==> src/rtl/mem_tp_fifo_ctrl.sv <==
// First-word-fall-through FIFO controller driving a two-port memory (A = write, B = read).
// A 2-entry output buffer hides the 1-cycle read latency so pops can run at one word per cycle.
module mem_tp_fifo_ctrl #(
    parameter int DATAWIDTH = 128,
    parameter int ADDRWIDTH = 14
) (
    input  logic                   clk,
    input  logic                   reset,
    input  logic                   flush,
    input  logic                   push_valid,
    output logic                   push_ready,
    input  logic [DATAWIDTH-1:0]   push_data,
    output logic                   pop_valid,
    input  logic                   pop_ready,
    output logic [DATAWIDTH-1:0]   pop_data,
    output logic [ADDRWIDTH+1:0]   fill_level,
    output logic                   mem_ena,
    output logic [DATAWIDTH-1:0]   mem_wea,
    output logic [ADDRWIDTH-1:0]   mem_addra,
    output logic [DATAWIDTH-1:0]   mem_dina,
    output logic                   mem_enb,
    output logic [ADDRWIDTH-1:0]   mem_addrb,
    input  logic [DATAWIDTH-1:0]   mem_doutb
);

    localparam logic [ADDRWIDTH:0] MEM_FULL = {1'b1, {ADDRWIDTH{1'b0}}};

    logic [ADDRWIDTH-1:0] wr_ptr_r;
    logic [ADDRWIDTH-1:0] rd_ptr_r;
    logic [ADDRWIDTH:0]   mem_count_r;
    logic                 rd_inflight_r;
    logic [1:0]           out_count_r;
    logic [DATAWIDTH-1:0] buf0_r;
    logic [DATAWIDTH-1:0] buf1_r;

    logic                 push_ready_s;
    logic                 push_fire_s;
    logic                 pop_fire_s;
    logic                 rd_issue_s;
    logic [2:0]           pending_s;
    logic [1:0]           out_count_n_s;
    logic [DATAWIDTH-1:0] buf0_n_s;
    logic [DATAWIDTH-1:0] buf1_n_s;

    // Handshake and read-issue decisions; reset also blocks push so no write leaks out during reset.
    always_comb begin
        push_ready_s = 1'b0;
        pop_fire_s   = 1'b0;
        pending_s    = 3'd0;
        rd_issue_s   = 1'b0;
        if (!reset && !flush && (mem_count_r != MEM_FULL)) begin
            push_ready_s = 1'b1;
        end else begin
            push_ready_s = 1'b0;
        end
        push_fire_s = push_valid && push_ready_s;
        pop_fire_s  = (out_count_r != 2'd0) && pop_ready;
        // Words already owed to the output buffer after this cycle's pop.
        pending_s   = {1'b0, out_count_r} + {2'b00, rd_inflight_r} - {2'b00, pop_fire_s};
        if (!flush && (mem_count_r != {(ADDRWIDTH+1){1'b0}}) && (pending_s < 3'd2)) begin
            rd_issue_s = 1'b1;
        end else begin
            rd_issue_s = 1'b0;
        end
    end

    // Output buffer next state: head in buf0, second entry in buf1.
    always_comb begin
        buf0_n_s      = buf0_r;
        buf1_n_s      = buf1_r;
        out_count_n_s = out_count_r;
        case ({rd_inflight_r, pop_fire_s})
            2'b10: begin
                if (out_count_r == 2'd0) begin
                    buf0_n_s = mem_doutb;
                end else begin
                    buf1_n_s = mem_doutb;
                end
                out_count_n_s = out_count_r + 2'd1;
            end
            2'b01: begin
                buf0_n_s      = buf1_r;
                out_count_n_s = out_count_r - 2'd1;
            end
            2'b11: begin
                if (out_count_r == 2'd1) begin
                    buf0_n_s = mem_doutb;
                end else begin
                    buf0_n_s = buf1_r;
                    buf1_n_s = mem_doutb;
                end
            end
            default: begin
                out_count_n_s = out_count_r;
            end
        endcase
    end

    // Pointer, count and in-flight tracking; flush wins over every other update.
    always_ff @(posedge clk or posedge reset) begin
        if (reset) begin
            wr_ptr_r      <= {ADDRWIDTH{1'b0}};
            rd_ptr_r      <= {ADDRWIDTH{1'b0}};
            mem_count_r   <= {(ADDRWIDTH+1){1'b0}};
            rd_inflight_r <= 1'b0;
        end else if (flush) begin
            wr_ptr_r      <= {ADDRWIDTH{1'b0}};
            rd_ptr_r      <= {ADDRWIDTH{1'b0}};
            mem_count_r   <= {(ADDRWIDTH+1){1'b0}};
            rd_inflight_r <= 1'b0;
        end else begin
            if (push_fire_s) begin
                wr_ptr_r <= wr_ptr_r + ADDRWIDTH'(1);
            end else begin
                wr_ptr_r <= wr_ptr_r;
            end
            if (rd_issue_s) begin
                rd_ptr_r <= rd_ptr_r + ADDRWIDTH'(1);
            end else begin
                rd_ptr_r <= rd_ptr_r;
            end
            case ({push_fire_s, rd_issue_s})
                2'b10:   mem_count_r <= mem_count_r + (ADDRWIDTH+1)'(1);
                2'b01:   mem_count_r <= mem_count_r - (ADDRWIDTH+1)'(1);
                default: mem_count_r <= mem_count_r;
            endcase
            rd_inflight_r <= rd_issue_s;
        end
    end

    // Output buffer registers; an in-flight read during flush is dropped with the rest.
    always_ff @(posedge clk or posedge reset) begin
        if (reset) begin
            out_count_r <= 2'd0;
            buf0_r      <= {DATAWIDTH{1'b0}};
            buf1_r      <= {DATAWIDTH{1'b0}};
        end else if (flush) begin
            out_count_r <= 2'd0;
            buf0_r      <= buf0_r;
            buf1_r      <= buf1_r;
        end else begin
            out_count_r <= out_count_n_s;
            buf0_r      <= buf0_n_s;
            buf1_r      <= buf1_n_s;
        end
    end

    assign push_ready = push_ready_s;
    assign pop_valid  = (out_count_r != 2'd0);
    assign pop_data   = buf0_r;
    assign fill_level = {1'b0, mem_count_r}
                      + (ADDRWIDTH+2)'(rd_inflight_r)
                      + (ADDRWIDTH+2)'(out_count_r);
    assign mem_ena    = push_fire_s;
    assign mem_wea    = {DATAWIDTH{push_fire_s}};
    assign mem_addra  = wr_ptr_r;
    assign mem_dina   = push_data;
    assign mem_enb    = rd_issue_s;
    assign mem_addrb  = rd_ptr_r;

endmodule

==> config.mk <==
export PLATFORM = sky130hd
export DESIGN_NAME = mem_tp_fifo_ctrl
export DESIGN_NICKNAME = d
export VERILOG_FILES = /design/src/rtl/mem_tp_fifo_ctrl.sv
export SDC_FILE = /design/constraint.sdc
export NUM_CORES = 1
export LEC_CHECK = 0
export BUFFER_PORTS_ARGS = -buffer_cell sky130_fd_sc_hd__buf_2
export CORE_AREA = 3 3 268 270
export DETAILED_ROUTE_END_ITERATION = 10
export DIE_AREA = 0 0 271 273
export GPL_TIMING_DRIVEN = 0
export PLACE_DENSITY = 0.48
export SYNTH_ARGS = -nofsm -noshare
export SYNTH_HDL_FRONTEND = slang
export SYNTH_SLANG_ARGS = --single-unit
==> constraint.sdc <==
create_clock -name clk -period 8.8 [get_ports clk]
set_input_delay 0.88 -clock clk [delete_from_list [all_inputs] [get_ports clk]]
set_output_delay 0.88 -clock clk [all_outputs]
set_load 0.02 [all_outputs]
==> flow_summary.yaml, run 1 <==
final_layout:
  fillCellCount: 7348
  fin_nets: 2322
  stdcell_area_um2: 21100
  drive_gt1_share_pct: 50.6
  syn_to_final_growth_pct: 35.3
floorplanning:
  io_pins: 693
  initial_core_util_pct: 22.3
  rows: 97
  dieArea_um2: 74000
  die_w_um: 271
  die_y_um: 273
  core_area_um2: 69800
pwr:
  p_int_w: 0.00423
  p_switching_w: 0.00280
  power_frac_seq_pct: 33.8
  ir_drop_mv: 0.172
  p_leak_nw: 11.2
  switching_share_pct: 39.9
  power_w: 0.00703
  combinationalPowerShare_pct: 43.4
  powerDensity_nw_per_um2: 333
  clock_power_share_pct: 22.8
setup_path:
  start_kind: "register"
  cp_max_fo: 13
  cp.arrival_ns: 5.48
  end_kind: "register"
  cpLargestDelayFamily: "compound AO/OA/AOI/OAI gates"
  path_cells: "inv_1, ha_1, inv_1, nand2_1, xnor2_1, nand2_1, fa_1, xnor2_1, nand3b_1, a21oi_2, nand2_1, inv_1, ha_1, and2b_2, o31a_1, o22a_2, o221ai_1, xor2_1, a21o_1, o21ai_0"
  cp.required_ns: 9.21
  slowest_stage: "dfrtp_1"
  worstSetupPathType: "register to register"
  max_stage_delay_ns: 0.54
  crit_buf_inv: 3
timing:
  layout_min_cycle_time_ns: 5.07
  slew_violations: 0
  post-route-period-util_pct: 57.6
  clock.fmax_mhz: 197
  rsz0062_at_grt: "false"
  setup_viol: 0
  max-slew-margin-rel_pct: 24.1
  hold_violations: 0
  worst_slew_pin_slew_ns: 1.14
  post-route-worst-setup-slack_ns: 3.73
  skew_ns: 0.0136
  timing.setup.tns_ns: 0
outcome:
  status: "completed"
placed_design:
  hpwlAfterDp_mm: 43.9
  placed_area_um2: 19800
  gp_congestion: 0.824
  dp_worst_setup_slack_ns: 3.73
  portBuffers: 564
yosys:
  yosysMostFrequentCell: "dfrtp_1"
  synth_area_leaders: "dfrtp_1 (48%), buf_4 (12%), mux2_2 (9.2%)"
  synth-main-ff-cell: "dfrtp_1"
  synth_seq_area_share_pct: 48.5
  netlist_instances: 1426
  synth_cell_type_count: 51
  synth_edf_count: 0
  syn_avg_cell_area_um2: 10.9
  ys_seq_elements: 302
  synth_top_area_share_pct: 48.5
  synth_nets: 1709
  synth-async-reset-ratio_pct: 100
  synth_area_um2: 15600
  yosysTopAreaCell: "dfrtp_1"
  yosys_warnings: 0
  yosys-top-cells-count: "dfrtp_1 (302), buf_4 (257), nor2_1 (178)"
clock_tree:
  clk_pin_slew_ns: 0.06
  cts_tree: "done"
  post_cts_resized: 0
  numCtsBuffers: 38
  clk_latency_ns: 0.54
  clockBufferDepth: 3
  cts_hold_buf: 0
  cts_setup_buffers: 0
  htreeDepth: 2
  cts.sinks: 302
  cts_root_buf: "clkbuf_16"
route:
  wire_per_inst_um: 18.4
  drc: 0
  drt_iter0_markers: 543
  via_per_inst: 4.10
  wl_mm: 55.4
  postRouteAntennaNets: 0
  firstDrtPassIters: 4
  dr_total_vias: 12400
global_route:
  grt_usage_pct: 14.3
  grt_pass1_wl_mm: 80.8
  antenna_found_initial: 30
  grt_overflow_total: 0
  grt_busiest_layer: "met2"
  use_met3_pct: 6.83
  grt_max_degree: 110
  grtUsageMet1_pct: 16.8
  grtUsageMet2_pct: 22.8
  first_global_vias: 12500
worst_hold_path:
  hp-class: "primary input to async pin"
run:
  maxCapViolCount: 0
[power groups by stage]
stage	registers [W]	logic, W	clock network [W]
CTS	0.00238	0.00310	0.00167
global placement	0.00238	0.00304	0
global route	0.00247	0.00334	0.00172
finish	0.00238	0.00305	0.00160
floorplan	0.00269	0.00174	0
detailed placement	0.00239	0.00310	0
[worst register-to-register path, cell delays in order, from the launching register on]
cell and delay, ns:
dfrtp_1 0.54, inv_1 0.13, ha_1 0.24, inv_1 0.08, nand2_1 0.18, xnor2_1 0.27, nand2_1 0.10, fa_1 0.39
xnor2_1 0.16, nand3b_1 0.19, a21oi_2 0.26, nand2_1 0.16, inv_1 0.41, ha_1 0.38, and2b_2 0.23, o31a_1 0.28
o22a_2 0.27, o221ai_1 0.26, xor2_1 0.22, a21o_1 0.14, o21ai_0 0.06
[per-layer routing]
layer / wire [µm] / part of all wire, %
met1: 22500 / 41
met2: 25700 / 46
met3: 5610 / 10
met4: 1450 / 2.6
met5: 170 / 0.31
[worst paths after layout]
| path | endpoint | start | slack [ns] | depth (start not counted) |
|---|---|---|---|---|
| worst max-delay path | mem_count_r[14]$_DFFE_PP0P_ | out_count_r[1]$_DFFE_PP0P_ | 3.73 | 20 |
| worst min-delay path | mem_count_r[8]$_DFFE_PP0P_ | reset | 0.43 | 2 |
| worst max register to register | mem_count_r[14]$_DFFE_PP0P_ | out_count_r[1]$_DFFE_PP0P_ | 3.73 | 20 |
| worst min register to register | buf1_r[86]$_DFFE_PP0P_ | buf1_r[86]$_DFFE_PP0P_ | 0.50 | 1 |
| max in group asynchronous | buf1_r[91]$_DFFE_PP0P_ | reset | 6.97 | 6 |
| min in group clk | buf1_r[86]$_DFFE_PP0P_ | buf1_r[86]$_DFFE_PP0P_ | 0.50 | 1 |
[placed cells by master, fill, tap and decap left out, types with 12 or more instances in the layout]
cell / netlist / layout
dfrtp_1: 302 / 302
nand4_1: 14 / 14
mux2i_1: 140 / 140
clkbuf_16: 0 / 39
o21ai_0: 13 / 13
nand2_1: 21 / 21
nand3_1: 12 / 12
buf_2: 15 / 578
ha_1: 18 / 18
xor2_1: 23 / 23
buf_4: 257 / 258
nor2_1: 178 / 178
xnor2_1: 22 / 22
a21oi_1: 143 / 143
diode_2: 0 / 15
inv_1: 16 / 15
mux2_2: 128 / 128
clkbuf_1: 43 / 50
[kinds of logic (layout without fill, tap and decap cells)]
kind of cell | count (synthesis) | in the layout | synth area share (%)
AOI/OAI and AO/OA | 183 | 183 | 6.60
and+or+nand+nor | 267 | 267 | 7.59
muxes | 268 | 268 | 18.2
buffers and inverters | 339 | 977 | 14.6
xor gates and xnor gates | 45 | 45 | 2.53
DFF | 302 | 302 | 48.5
adders and majority gates | 22 | 22 | 1.96
other | 0 | 15 | 0
[cell type report]
class / count / area (µm²) / share of cell area [%]
Sequential cell: 302 / 7560 / 35.8
Tap cell: 940 / 1180 / 5.58
Timing Repair Buffer: 573 / 3010 / 14.3
Multi-Input combinational cell: 785 / 5750 / 27.3
Buffer: 323 / 2220 / 10.5
Inverter: 16 / 63.8 / 0.303
Antenna cell: 15 / 37.5 / 0.178
Clock buffer: 56 / 1140 / 5.40
Clock inverter: 9 / 139 / 0.658
[metrics by stage]
step / utilization (%) / instances / hold slack, ns
final: 30.2 / 3019 / 0.430
after global routing: 30.2 / 3009 / 0.445
after global placement: 28.1 / 2930 / 0.486
after CTS: 30.2 / 3004 / 0.417
after floorplan: - / 1426 / 0.479
after detailed placement: 28.3 / 2939 / 0.492
[registers in the layout, indices dropped and copies added, names as in the netlist]
signal	cells
buf1_r	128
out_count_r	2
mem_addrb	14
rd_inflight_r	1
pop_data	128
mem_count_r	15
mem_addra	14
(Power assumes the default switching activity.)
==> run 2: changes to the inputs <==
clock period = 4.4 ns   (was 8.8 ns; I/O delays follow)
==> flow_summary.yaml, run 2 (synthesis gave the netlist of run 1 again) <==
clock_tree:
  numCtsBuffers: 38
  clk_latency_ns: 0.53
  clk_pin_slew_ns: 0.06
  htreeDepth: 2
  cts.sinks: 302
  cts_root_buf: "clkbuf_16"
  cts_tree: "done"
  clockBufferDepth: 3
global_route:
  grt_usage_pct: 14.4
  grt_pass1_wl_mm: 81.9
  antenna_found_initial: 32
  grt_max_degree: 107
  grt_overflow_total: 0
  first_global_vias: 12600
floorplanning:
  initial_core_util_pct: 22.3
  rows: 97
  core_area_um2: 69800
  io_pins: 693
  die_y_um: 273
  dieArea_um2: 74000
  die_w_um: 271
timing:
  max-slew-margin-rel_pct: 25.1
  skew_ns: 0.0126
  hold_violations: 0
  clock.fmax_mhz: 242
  layout_min_cycle_time_ns: 4.14
  post-route-period-util_pct: 94.0
  setup_viol: 0
  worst_slew_pin_slew_ns: 1.12
  post-route-worst-setup-slack_ns: 0.265
  rsz0062_at_grt: "false"
  slew_violations: 0
placed_design:
  portBuffers: 564
  gp_congestion: 0.830
  hpwlAfterDp_mm: 44.4
  dp_worst_setup_slack_ns: -0.545
outcome:
  status: "completed"
setup_path:
  critPathCapture: "mem_count_r[12]$_DFFE_PP0P_"
  worst-r2r-setup-slack_ns: 0.26
  startpoint: "out_count_r[1]$_DFFE_PP0P_"
  cp.arrival_ns: 4.56
  cp_max_fo: 8
  timing.rr.start: "out_count_r[1]$_DFFE_PP0P_"
  end_kind: "register"
  slowest_stage: "dfrtp_2"
  r2r-end: "mem_count_r[12]$_DFFE_PP0P_"
  max_stage_delay_ns: 0.41
  cp.required_ns: 4.82
  worstSetupPathType: "register to register"
  worst_r2r_path_depth: 20
  path_cells: "inv_1, ha_4, inv_1, nand2_4, xnor2_2, nand2_1, fa_1, xnor2_1, nand3b_1, a21oi_2, nand2_2, inv_4, ha_1, and2b_2, o31a_1, o22a_2, a31o_4, a31oi_4, xnor2_1, a21o_1"
  start_kind: "register"
route:
  drc: 0
  wire_per_inst_um: 18.5
  via_per_inst: 4.11
  wl_mm: 56.0
  postRouteAntennaNets: 0
  dr_total_vias: 12500
  firstDrtPassIters: 4
  drt_iter0_markers: 479
final_layout:
  fin_nets: 2334
  mostFrequentLayoutCells: "buf_2 (578), dfrtp_1 (300), buf_4 (268)"
  syn_to_final_growth_pct: 36.6
  multi_input_area_um2: 5810
  drive_gt1_share_pct: 51.3
  register_area_um2: 7560
  fillCellCount: 7286
  final_common_cell: "buf_2"
worst_hold_path:
  whs_path_depth: 2
  hp-class: "primary input to register"
run:
  maxCapViolCount: 0
pwr:
  p_leak_nw: 11.3
  powerDensity_nw_per_um2: 671
  ir_drop_mv: 0.378
  power_w: 0.0143
-- run 2: changes by cell type in the layout (fill, tap and decap cells not counted), moves of 2 or more --
cell	previous run	this run
dfrtp_1	302	300
bufinv_16	3	6
clkinv_2	4	6
a21oi_2	1	3
dfrtp_2	0	2
buf_4	258	268
clkbuf_1	50	55
clkbuf_8	11	5
a21oi_1	143	141
nand2_1	21	19
-- run 2: worst min path at each step --
stage | slack, ns | to | startpoint
3_5_place_dp | 0.49 | buf1_r[42]$_DFFE_PP0P_ | buf1_r[42]$_DFFE_PP0P_
4_1_cts | 0.10 | buf1_r[76]$_DFFE_PP0P_ | mem_doutb[76]
6_report | 0.16 | buf1_r[27]$_DFFE_PP0P_ | mem_doutb[27]
3_3_place_gp | 0.49 | buf1_r[113]$_DFFE_PP0P_ | buf1_r[113]$_DFFE_PP0P_
2_1_floorplan | 0.48 | buf1_r[0]$_DFFE_PP0P_ | buf1_r[0]$_DFFE_PP0P_
5_1_grt | 0.12 | buf1_r[70]$_DFFE_PP0P_ | mem_doutb[70]
-- run 2: timing repair --
action	in CTS	in global routing
pin swaps	1	4
buffers inserted	5	5
resized for setup	4	11
endpoints found under the setup margin	9	6
hold buffers	1	0
hold endpoints to repair	11	0
-- run 2: cell type report --
| type | instances | share of cell area [%] |
|---|---|---|
| Antenna cell | 15 | 0.176 |
| Buffer | 323 | 10.4 |
| Clock buffer | 55 | 5.05 |
| Clock inverter | 14 | 1.07 |
| Inverter | 16 | 0.312 |
| Multi-Input combinational cell | 785 | 27.3 |
| Sequential cell | 302 | 35.5 |
| Tap cell | 940 | 5.52 |
| Timing Repair Buffer | 585 | 14.6 |
-- run 2: stage by stage --
step	utilization (%)	cells	setup TNS, ns	cell area [µm²]	hold WS (ns)
floorplan	-	1426	-16.62	15600	0.479
global placement	28.1	2930	-653.79	19600	0.485
detailed placement	28.4	2940	-3.45	19800	0.491
CTS	30.3	3015	0	21200	0.102
global route	30.5	3030	0	21300	0.117
finish	30.5	3035	0	21300	0.156
-- run 2: routing by layer --
layer  wire length (µm)  track usage [%]  up-vias  share of wire [%]
met5                163                0        -               0.29
met4               1250             3.98       26                2.2
met3               4820             5.33      104                8.6
met2              27600             24.6      436                 49
met1              22200             17.0     6054                 40
li1                   -                -     5868                  -
-- run 2: critical path: cells and delay by family, from the launching register on --
| kind | cells | cell delay [ns] |
|---|---|---|
| adders and majority gates | 3 | 0.84 |
| AOI/OAI and AO/OA | 6 | 1.33 |
| xor gates and xnor gates | 3 | 0.42 |
| and+or+nand+nor | 5 | 0.69 |
| DFF | 1 | 0.41 |
| buffers and inverters | 3 | 0.34 |
-- run 2: power breakdown --
| part | internal (W) | leakage, nW | switching, W |
|---|---|---|---|
| combinational | 0.00255 | 7.03 | 0.00370 |
| sequential | 0.00403 | 3.62 | 0.000707 |
| clock | 0.00205 | 0.641 | 0.00125 |
==> run 3: changes to the inputs <==
CORE_AREA = 3 3 269 271   (was 3 3 268 270)
DIE_AREA = 0 0 272 274   (was 0 0 271 273)
PLACE_DENSITY = 0.47   (was 0.48)
clock period = 4.6 ns   (was 4.4 ns; I/O delays follow)
==> flow_summary.yaml, run 3 (synthesis gave the netlist of run 1 again) <==
floorplanning:
  rows: 97
  die_y_um: 274
  die_w_um: 272
  initial_core_util_pct: 22.3
  io_pins: 693
  core_area_um2: 70000
  dieArea_um2: 74500
route:
  wl_met1_mm: 22.4
  wl_mm: 56.9
  drc: 0
  firstDrtPassIters: 5
  postRouteAntennaNets: 0
  wl_met2_mm: 27.3
  drt_iter0_markers: 531
  wl_met3_mm: 5.36
  top_layer: "met5"
  dr_total_vias: 12400
  via_per_inst: 4.09
  wire_per_inst_um: 18.8
setup_path:
  path_cells: "inv_1, ha_1, inv_1, nand2_2, xnor2_2, nand2_1, fa_1, xnor2_1, nand3b_1, a21oi_2, nand2_2, clkinvlp_4, ha_1, and2b_2, o31a_1, o22a_2, a31o_4, a31oi_4, xnor2_1, a21o_1"
  cp.required_ns: 5.05
  cp_max_fo: 8
  max_stage_delay_ns: 0.43
  end_kind: "register"
  slowest_stage: "dfrtp_1"
  cp.arrival_ns: 4.80
  start_kind: "register"
  worstSetupPathType: "register to register"
timing:
  layout_min_cycle_time_ns: 4.35
  skew_ns: 0.0281
  hold_violations: 0
  slew_violations: 0
  hold_ws_ns: 0.0722
  setup_viol: 0
  max-slew-margin-rel_pct: 24.2
  rsz0062_at_grt: "false"
  post-route-period-util_pct: 94.6
  clock.fmax_mhz: 230
  worst_slew_pin_slew_ns: 1.14
pwr:
  powerDensity_nw_per_um2: 639
  ir_drop_mv: 0.320
  p_leak_nw: 11.2
clock_tree:
  clk_latency_ns: 0.55
  cts.sinks: 302
  clk_pin_slew_ns: 0.06
  htreeDepth: 2
  cts_root_buf: "clkbuf_16"
  clockBufferDepth: 3
  cts_tree: "done"
  numCtsBuffers: 40
final_layout:
  fin_cells: 3030
  stdcell_area_um2: 21200
  register_area_um2: 7560
  multi_input_area_um2: 5780
  drive_gt1_share_pct: 51.3
  fillCellCount: 7407
  syn_to_final_growth_pct: 36.1
  final_common_cell: "buf_2"
  fin_nets: 2330
  mostFrequentLayoutCells: "buf_2 (578), dfrtp_1 (301), buf_4 (264)"
outcome:
  status: "completed"
global_route:
  grt_usage_pct: 14.5
  grt_overflow_total: 0
  grt_pass1_wl_mm: 81.9
  first_global_vias: 12500
  grt_max_degree: 113
  antenna_found_initial: 29
placed_design:
  hpwlAfterDp_mm: 44.9
  dp.cells: 2939
  gp_congestion: 0.842
  portBuffers: 564
  placed_area_um2: 19800
run:
  maxCapViolCount: 0
worst_hold_path:
  hp-class: "primary input to async pin"
-- run 3: report_power, final --
group | leakage, nW | internal (W) | switching [W]
Sequential | 3.62 | 0.00385 | 0.000689
Combinational | 6.98 | 0.00241 | 0.00351
Clock | 0.626 | 0.00184 | 0.00126
Total | 11.2 | 0.00810 | 0.00546
-- run 3: layer usage --
metal	vias to the layer above	GRT usage (%)
met2	409	23.7
met1	5994	16.7
met4	26	5.70
li1	5871	-
met3	99	6.23
met5	-	0
-- run 3: worst paths after layout --
| path | cells after the start | startpoint | slack [ns] | to |
|---|---|---|---|---|
| min in group clk | 2 | mem_doutb[7] | 0.16 | buf1_r[7]$_DFFE_PP0P_ |
| max | 20 | out_count_r[0]$_DFFE_PP0P_ | 0.25 | mem_count_r[12]$_DFFE_PP0P_ |
| max in group asynchronous | 5 | reset | 3.40 | buf1_r[5]$_DFFE_PP0P_ |
| max reg2reg | 20 | out_count_r[0]$_DFFE_PP0P_ | 0.25 | mem_count_r[12]$_DFFE_PP0P_ |
| min reg2reg | 1 | buf1_r[77]$_DFFE_PP0P_ | 0.50 | buf1_r[77]$_DFFE_PP0P_ |
| min | 2 | reset | 0.07 | pop_data[42]$_DFFE_PP0P_ |
-- run 3: cell type report --
cell class / count / share of cell area, %
flip-flops and latches: 302 / 35.6
clock inverters: 14 / 0.631
well taps: 940 / 5.55
inverters: 16 / 0.319
diodes: 16 / 0.189
clock buffers: 55 / 5.52
plain buffers: 323 / 10.5
repair buffers: 579 / 14.4
multi-input cells: 785 / 27.3
-- run 3: per-stage QoR --
stage	total power (W)	setup slack, ns	util [%]	TNS [ns]
3_5_place_dp	0.0105	-0.453	28.3	-2.52
5_1_grt	0.0145	0.0101	30.3	0
4_1_cts	0.0137	0.0400	30.2	0
6_report	0.0136	0.250	30.3	0
3_3_place_gp	0.0104	-2.08	28.0	-620.50
2_1_floorplan	0.00847	0.125	-	0
-- run 3: worst max-delay path, delay by kind of cell (launching register included) --
family / cells / cell delay (ns)
buffers and inverters: 3 / 0.35
adders and majority gates: 3 / 0.93
DFF: 1 / 0.43
and+or+nand+nor: 5 / 0.76
AOI/OAI and AO/OA: 6 / 1.36
xor gates and xnor gates: 3 / 0.43
-- run 3: what timing repair did --
action | in CTS | in global routing
gates resized for setup | 2 | 6
endpoints found under the hold margin | 0 | 0
setup endpoints to repair | 9 | 6
buffers inserted | 4 | 2
hold buffers | 0 | 0
